--- src/rtl/processor_pkg.sv ---
// Shared types for the processor bring-up logic: loader state encoding and word width.
package processor_pkg;

  localparam int WORD_W = 32;

  typedef enum logic [2:0] {
    IDLE    = 3'd0,
    CLEAR   = 3'd1,
    LOAD    = 3'd2,
    CHECK   = 3'd3,
    RELEASE = 3'd4,
    RUN     = 3'd5,
    ERROR   = 3'd6
  } state_t;

  // True once the processor state elements are allowed out of reset.
  function automatic logic core_released(input state_t s);
    return (s == RELEASE) || (s == RUN);
  endfunction

endpackage

--- src/rtl/boot_reset_seq.sv ---
// Reset/enable sequencer for pipeline bring-up: decodes the loader state into processor
// resets and pipeline enables, and times the RELEASE window.
module boot_reset_seq
  import processor_pkg::*;
#(
  parameter int RELEASE_CYCLES = 2
) (
  input  logic   clk,
  input  logic   rst,
  input  state_t state,
  output logic   rel_done,
  output logic   im_rst,
  output logic   core_rst,
  output logic   pipe_rst,
  output logic   pipe_en
);

  localparam int CW = (RELEASE_CYCLES < 2) ? 1 : $clog2(RELEASE_CYCLES);
  localparam logic [CW-1:0] REL_LAST = CW'(RELEASE_CYCLES - 1);

  logic [CW-1:0] rel_cnt;

  // Counts cycles spent in RELEASE; the loader moves to RUN on the last one.
  always_ff @(posedge clk or posedge rst) begin
    if (rst) begin
      rel_cnt <= '0;
    end else if ((state == RELEASE) && !rel_done) begin
      rel_cnt <= rel_cnt + CW'(1);
    end else begin
      rel_cnt <= '0;
    end
  end

  assign rel_done = (state == RELEASE) && (rel_cnt == REL_LAST);

  always_comb begin
    im_rst   = 1'b1;
    core_rst = 1'b1;
    pipe_rst = 1'b1;
    pipe_en  = 1'b0;
    // Instruction memory leaves reset as soon as loading starts so it can be written.
    if ((state == LOAD) || (state == CHECK) || core_released(state)) begin
      im_rst = 1'b0;
    end
    if (core_released(state)) begin
      core_rst = 1'b0;
      pipe_rst = 1'b0;
    end
    if (state == RUN) begin
      pipe_en = 1'b1;
    end
  end

endmodule

--- src/rtl/boot_loader.sv ---
// Boot loader: streams a program into instruction memory, then sequences processor bring-up.
// Define LOADER_CHECKSUM_EN to require a trailing 32-bit wrapping-sum word before release.
module boot_loader
  import processor_pkg::*;
#(
  parameter int ADDR_W         = 8,
  parameter int DEPTH          = 256,
  parameter int RELEASE_CYCLES = 2
) (
  input  logic              CLK,
  input  logic              RESET,
  input  logic              start,
  input  logic              in_valid,
  output logic              in_ready,
  input  logic [WORD_W-1:0] in_DATA,
  input  logic              in_last,
  output logic              im_WE,
  output logic [ADDR_W-1:0] im_ADDR,
  output logic [WORD_W-1:0] im_DATA,
  output logic              pc_RESET,
  output logic              im_RESET,
  output logic              rb_RESET,
  output logic              tf_RESET,
  output logic              dm_RESET,
  output logic              reg_ifid_exmem_RESET,
  output logic              reg_exmem_wb_RESET,
  output logic              reg_ifid_exmem_ENABLE,
  output logic              reg_exmem_wb_ENABLE,
  output logic              done,
  output logic              error,
  output state_t            dbg_state
);

  localparam logic [ADDR_W-1:0] LAST_ADDR = ADDR_W'(DEPTH - 1);

  state_t            state;
  logic [ADDR_W-1:0] count;
  logic              xfer;
  logic              rel_done;
  logic              im_rst;
  logic              core_rst;
  logic              pipe_rst;
  logic              pipe_en;

`ifdef LOADER_CHECKSUM_EN
  logic [WORD_W-1:0] sum;
  localparam state_t AFTER_LAST = CHECK;
`else
  localparam state_t AFTER_LAST = RELEASE;
`endif

  // Stream handshake: a word moves on a rising edge where in_valid && in_ready are both
  // high; in_ready depends only on state, never on in_valid, and in_DATA/in_last are
  // sampled on that same edge.
`ifdef LOADER_CHECKSUM_EN
  assign in_ready = (state == LOAD) || (state == CHECK);
`else
  assign in_ready = (state == LOAD);
`endif
  assign xfer = in_valid && in_ready;

  always_ff @(posedge CLK or posedge RESET) begin
    if (RESET) begin
      state   <= IDLE;
      count   <= '0;
      im_WE   <= 1'b0;
      im_ADDR <= '0;
      im_DATA <= '0;
`ifdef LOADER_CHECKSUM_EN
      sum     <= '0;
`endif
    end else begin
      im_WE <= 1'b0;
      case (state)
        IDLE, RUN, ERROR: begin
          if (start) state <= CLEAR;
        end
        CLEAR: begin
          count <= '0;
`ifdef LOADER_CHECKSUM_EN
          sum   <= '0;
`endif
          state <= LOAD;
        end
        LOAD: begin
          if (xfer) begin
            im_WE   <= 1'b1;
            im_ADDR <= count;
            im_DATA <= in_DATA;
            count   <= count + ADDR_W'(1);
`ifdef LOADER_CHECKSUM_EN
            sum     <= sum + in_DATA;
`endif
            // Overflow is caught on the last legal address, so im_ADDR never wraps.
            if (in_last) begin
              state <= AFTER_LAST;
            end else if (count == LAST_ADDR) begin
              state <= ERROR;
            end
          end
        end
`ifdef LOADER_CHECKSUM_EN
        CHECK: begin
          if (xfer) state <= (in_DATA == sum) ? RELEASE : ERROR;
        end
`endif
        RELEASE: begin
          if (rel_done) state <= RUN;
        end
        default: state <= IDLE;
      endcase
    end
  end

  boot_reset_seq #(
    .RELEASE_CYCLES(RELEASE_CYCLES)
  ) u_reset_seq (
    .clk      (CLK),
    .rst      (RESET),
    .state    (state),
    .rel_done (rel_done),
    .im_rst   (im_rst),
    .core_rst (core_rst),
    .pipe_rst (pipe_rst),
    .pipe_en  (pipe_en)
  );

  // CLEAR and ERROR hold im/dm reset via the sequencer's default, wiping both memories.
  assign im_RESET              = im_rst;
  assign pc_RESET              = core_rst;
  assign rb_RESET              = core_rst;
  assign tf_RESET              = core_rst;
  assign dm_RESET              = core_rst;
  assign reg_ifid_exmem_RESET  = pipe_rst;
  assign reg_exmem_wb_RESET    = pipe_rst;
  assign reg_ifid_exmem_ENABLE = pipe_en;
  assign reg_exmem_wb_ENABLE   = pipe_en;
  assign done                  = (state == RUN);
  assign error                 = (state == ERROR);
  assign dbg_state             = state;

endmodule
--- config.mk ---
export PLATFORM = sky130hd
export DESIGN_NAME = boot_loader
export DESIGN_NICKNAME = d
export VERILOG_FILES = /design/src/rtl/processor_pkg.sv /design/src/rtl/boot_reset_seq.sv /design/src/rtl/boot_loader.sv
export SDC_FILE = /design/constraint.sdc
export NUM_CORES = 1
export LEC_CHECK = 0
export ABC_AREA = 1
export BUFFER_PORTS_ARGS = -buffer_cell sky130_fd_sc_hd__buf_2
export CORE_ASPECT_RATIO = 1.25
export CORE_MARGIN = 3
export CORE_UTILIZATION = 44
export DETAILED_ROUTE_END_ITERATION = 8
export PLACE_DENSITY = 0.79
export SKIP_LAST_GASP = 1
export SLEW_MARGIN = 0
export SYNTH_ARGS = -nofsm -noshare
export SYNTH_HDL_FRONTEND = slang
export SYNTH_HIERARCHICAL = 1
export SYNTH_SLANG_ARGS = --single-unit
--- constraint.sdc ---
create_clock -name CLK -period 1.31 [get_ports CLK]
set_input_delay 0.131 -clock CLK [delete_from_list [all_inputs] [get_ports CLK]]
set_output_delay 0.131 -clock CLK [all_outputs]
set_load 0.02 [all_outputs]
# ---- After elaboration in Yosys (flattened, before gate mapping)
# Cells that the tools add are included.
dict set report word_totals {
  in_bits 37
  word_cells 46
  reg_bits 53
}
dict set report classes {
  mux 14
  n_eq_ne 11
  reduce_logical 13
  addsub 2
}
# op count
set ops {}
lappend ops {{case mux 8 bit (2 select lines)} 1}
lappend ops {{two-way mux 3 bit} 5}
lappend ops {{case mux 3 bit (4 select lines)} 1}
lappend ops {{== test 3 bit (second input constant)} 3}
lappend ops {{adder 8 x 1 -> 8 bit (second input constant)} 1}
lappend ops {{== test 8 bit (second input constant)} 1}
lappend ops {{two-way mux 8 bit} 1}
lappend ops {{== test 3 x 2 -> 1 bit (second input constant)} 2}
lappend ops {{two-way mux 1 bit} 6}
lappend ops {{inequality test 2 x 1 -> 1 bit (second input constant)} 2}
lappend ops {{AND reduction 2 bit} 2}
lappend ops {{AND reduction 4 bit} 1}
lappend ops {{== test 3 x 1 -> 1 bit (second input constant)} 1}
lappend ops {{logical AND 1 bit} 3}
lappend ops {{logical NOT 3 bit} 1}
lappend ops {{logical OR 1 bit} 3}
lappend ops {{inequality test 3 x 1 -> 1 bit (second input constant)} 1}
lappend ops {{OR reduction 3 bit} 1}
lappend ops {{inequality test 2 bit (second input constant)} 1}
lappend ops {{nonzero test 2 bit} 1}
lappend ops {{adder 1 bit (second input constant)} 1}
lappend ops {{logical NOT 1 bit} 1}

# ---- Longest topological paths before layout
dict set report logic_depth {
  depth_word 5
  ltp_mapped 9
  depth_no_buf 9
}

# ---- By module
# Netlist, hierarchy kept.
# mod instances area_per_inst_um2 cells_each
set modules_own_cells {}
lappend modules_own_cells {boot_loader 1 2298.5 276}
lappend modules_own_cells {boot_reset_seq 1 78.8 13}

# ---- Worst setup path before layout
# OpenSTA, ideal clock, no wires.
dict set report synth_timing {
  path_type {register -> register}
  startpoint {register state[2], in the netlist dbg_state[2]}
  endpoint {register im_DATA[20]}
  setup_time_ns 0.117
  setup_slack_ns -0.130
  arrival_time_ns 1.323
  synth_period_minus_slack_ns 1.440
  stages_incl_launch_ff 9
  path_cell_list {dfrtp_1 > inv_2 > nand3_4 > nor2_8 > inv_2 > buf_6 > buf_6 > nand2_1 > nand2_1}
}
dict set report synth_via {
  elab_chain_len 3
}
# element line
set synth_rtl {}
lappend synth_rtl {{from (decl)} boot_loader.sv:36} ;# state_t state;
lappend synth_rtl {{from (signal assigned)} boot_loader.sv:64} ;# state <= IDLE;
lappend synth_rtl {{from (signal assigned)} boot_loader.sv:76} ;# if (start) state <= CLEAR;
lappend synth_rtl {{from (signal assigned)} boot_loader.sv:83} ;# state <= LOAD;
lappend synth_rtl {{== test 3 x 2 -> 1 bit (*)} {boot_loader.sv:58, boot_loader.sv:74}}
lappend synth_rtl {{logical AND 1 bit} boot_loader.sv:60} ;# assign xfer = in_valid && in_ready;
lappend synth_rtl {{AND reduction 2 bit (no source line) (*)} n/a}
lappend synth_rtl {{to (signal assigned)} boot_loader.sv:89} ;# im_DATA <= in_DATA;
lappend synth_rtl {{to (decl)} boot_loader.sv:19} ;# output logic [WORD_W-1:0] im_DATA,
# Every way passes the cells marked *; elsewhere a longest branch is shown, timed or not.
# A chain may end at the register's enable or synchronous reset.

# ---- Worst setup path after layout
dict set report layout_timing {
  startpoint {register state[2], in the netlist dbg_state[2]}
  endpoint {register im_ADDR[4]}
}
dict set report layout_via {
  elab_chain_len 3
}
# element line
set layout_rtl {}
lappend layout_rtl {{== test 3 x 2 -> 1 bit (*)} {boot_loader.sv:58, boot_loader.sv:74}}
lappend layout_rtl {{logical AND 1 bit} boot_loader.sv:60}
lappend layout_rtl {{AND reduction 2 bit (no source line) (*)} n/a}
lappend layout_rtl {{to (signal assigned)} boot_loader.sv:88} ;# im_ADDR <= count;
lappend layout_rtl {{to (decl)} boot_loader.sv:18} ;# output logic [ADDR_W-1:0] im_ADDR,
# Marked as above.

==> flow_metrics.tcl <==
set metrics [dict create \
    vias 2276 \
    gp_congestion 0.832 \
    critPathRequiredTime_ns 1.50 \
    reg2reg_from "dbg_state[2]$_DFFE_PP0P_" \
    switchingPower_uw 3230 \
    violations "setup timing" \
    whs_ns 0.0171 \
    dieWidth_um 71.7 \
    wl_um 6310 \
    layout_commonest_cell "nand2_1" \
    crit_start "dbg_state[2]$_DFFE_PP0P_" \
    power_frac_clock_pct 13.0 \
    yosys-top-cells-area "dfrtp_1 56%, nand2_1 21%, inv_1 3.9%" \
    fillers 431 \
    cp-end-kind "register" \
    tritoncts "built" \
    peakVddDrop_mv 1.32 \
    netlist.area_leader.share_pct 55.8 \
    antenna_cells 0 \
    synthCells 289 \
    grt_max_degree 34 \
    drive_gt1_share_pct 39.8 \
    chipHeight_um 88.2 \
    dr.pass1.iters 4 \
    cts_root_buf "clkbuf_8" \
    sequentialPowerShare_pct 34.6 \
    slew_headroom_pct 72.1 \
    grtUsageTotal_pct 19.2 \
    ys_warn_count 6 \
    clk_latency_ns 0.30 \
    ant_nets 0 \
    outcome "finished with violations" \
    grt_pass1_wl_um 9670 \
    wl_per_cell_um 13.4 \
    final-max-slew-violation-count 0 \
    worstHoldEndpoint "im_DATA[9]$_DFFE_PP0P_" \
    power_uw 7440 \
    hold-path-cell-count 3 \
    area_delta_synth_final_pct 45.4 \
    cts_sinks 53 \
    syn_nets 327 \
    avgSynthCellArea_um2 8.23 \
    maxCapViolCount 0 \
    core_region_area_um2 5150 \
    seq_area_frac_synth_pct 55.8 \
    synth_area_um2 2380 \
    setup_violations 49 \
    fmax_mhz 721 \
    row_count 29 \
    min-delay-start "in_DATA[9]" \
    path_class "register to register" \
    io_pins 93 \
    critPathArrivalTime_ns 1.57 \
    synth.distinct_cells 20 \
    final_cell_mix "129 x nand2_1, 81 x buf_2, 50 x dfrtp_1" \
    drt_iter0_markers 94 \
    fin_ws_ns -0.0769 \
    crit_fanout 19 \
    tightest_slew_ns 0.418 \
    dieArea_um2 6330 \
    cts_made_buffers 5 \
    rr_endpoint "im_ADDR[4]$_DFFE_PP0P_" \
    grt_pass1_vias 2248 \
    power.static_leakage_uw 0.00195 \
    finClkSkew_ns 0.00488 \
    final_hold_viol_count 0 \
    clockBufferDepth 2 \
    start_util_pct 46.1 \
    synth-seq-cells 53 \
    clk_pin_slew_ns 0.10 \
    combinationalPowerShare_pct 52.3 \
    drc 0 \
    port_buffers 92 \
    worst_hold_path_type "input port to register" \
    r2r_cells 7 \
    switching_share_pct 43.4 \
    startpoint_type "register" \
    finalCritPeriodShare_pct 106 \
    vias_per_cell 4.85 \
    rsz0062_at_grt "yes" \
    p_int_uw 4210 \
    powerDensity_nw_per_um2 2150 \
    dp_hpwl_um 4100 \
    reg2reg_slack_ns -0.08 \
    yosysTopAreaCell "dfrtp_1" \
    period_minus_slack_ns 1.39 \
    cts-htree-levels 2 \
    antenna_found_initial 0 \
    grt.overflow.total 0 \
    layout.nets 444 \
]
worst max-delay path by stage:
stage                               endpoint  slack (ns)  cells after the start
floorplan            im_DATA[20]$_DFFE_PP0P_       -0.05                      8
global placement    dbg_state[0]$_DFFE_PP0P_       -0.03                      8
detailed placement  dbg_state[0]$_DFFE_PP0P_       -0.04                      9
CTS                   im_ADDR[2]$_DFFE_PP0P_       -0.05                      7
global route        dbg_state[2]$_DFFE_PP0P_       -0.14                      9
finish                im_ADDR[4]$_DFFE_PP0P_       -0.08                      7
state kept, by name, indices dropped and copies added, names as in the netlist:
register             cells
im_DATA                 32
count                    8
im_ADDR                  8
dbg_state                3
im_WE                    1
u_reset_seq/rel_cnt      1
critical path, stage by stage, from the launching register on:
cell and delay [ns]:
dfrtp_2 0.45, inv_4 0.09, nand3_4 0.12, nor2_8 0.20
inv_6 0.09, buf_12 0.16, nand2_1 0.06, o21ai_0 0.09
final cells by class:
type / instances / area [um^2] / share of cell area, %
tap: 62 / 77.6 / 2.24
multi-input combinational: 193 / 933 / 27.0
sequential: 53 / 1330 / 38.5
timing repair buffer: 125 / 896 / 25.9
inverter: 28 / 124 / 3.58
clock buffer: 6 / 82.6 / 2.39
clock inverter: 2 / 13.8 / 0.398
cells by family after synthesis:
kind of cell | Yosys count | share of synthesized area, %
flops | 53 | 55.8
buf+inv | 43 | 8.95
xor+xnor | 1 | 0.368
fa+ha+maj | 1 | 0.526
simple gates | 173 | 30.5
compound gates | 18 | 3.89
what timing repair did:
item	4_1_cts	5_1_grt
pin swaps	2	7
hold buffers	1	0
resized for setup	33	32
cloned	1	2
endpoints found under the setup margin	39	62
hold endpoints to repair	53	0
buffers inserted	7	3
cells in the mapped netlist, drive strengths merged:
| library cell | number |
|---|---|
| o21ai | 13 |
| xnor2 | 1 |
| dfrtp | 53 |
| o21bai | 1 |
| buf | 15 |
| nand4 | 5 |
| nor3 | 2 |
| inv | 28 |
| a21oi | 4 |
| nand3 | 13 |
| nand2 | 134 |
| ha | 1 |
| nor2 | 17 |
| nand3b | 2 |
through the flow:
step / instance area (um^2) / std cells / TNS (ns) / utilization [%] / setup WS, ns
global placement: 3000 / 447 / -0.0446 / 58.1 / -0.0254
floorplan: 2380 / 289 / -0.553 / - / -0.0455
global route: 3460 / 469 / -4.67 / 67.1 / -0.136
CTS: 3290 / 464 / -0.950 / 63.9 / -0.0487
detailed placement: 3000 / 447 / -0.295 / 58.1 / -0.0405
finish: 3460 / 469 / -1.03 / 67.1 / -0.0769
power groups by stage:
stage | registers (uW) | logic [uW] | clock network, uW
2_1_floorplan | 3290 | 1330 | 0
4_1_cts | 2560 | 3550 | 996
3_3_place_gp | 2550 | 3110 | 0
5_1_grt | 2650 | 4250 | 1050
6_report | 2580 | 3890 | 968
3_5_place_dp | 2590 | 3180 | 0
layer usage:
metal  global-route usage, %  vias up  wire length (um)
met3                    3.90       15               428
met1                    22.3     1061              2470
met2                    34.5       85              3260
met5                       0        -                 0
met4                    7.86        0               155
li1                        -     1115                 -
(Power assumes the default switching activity.)
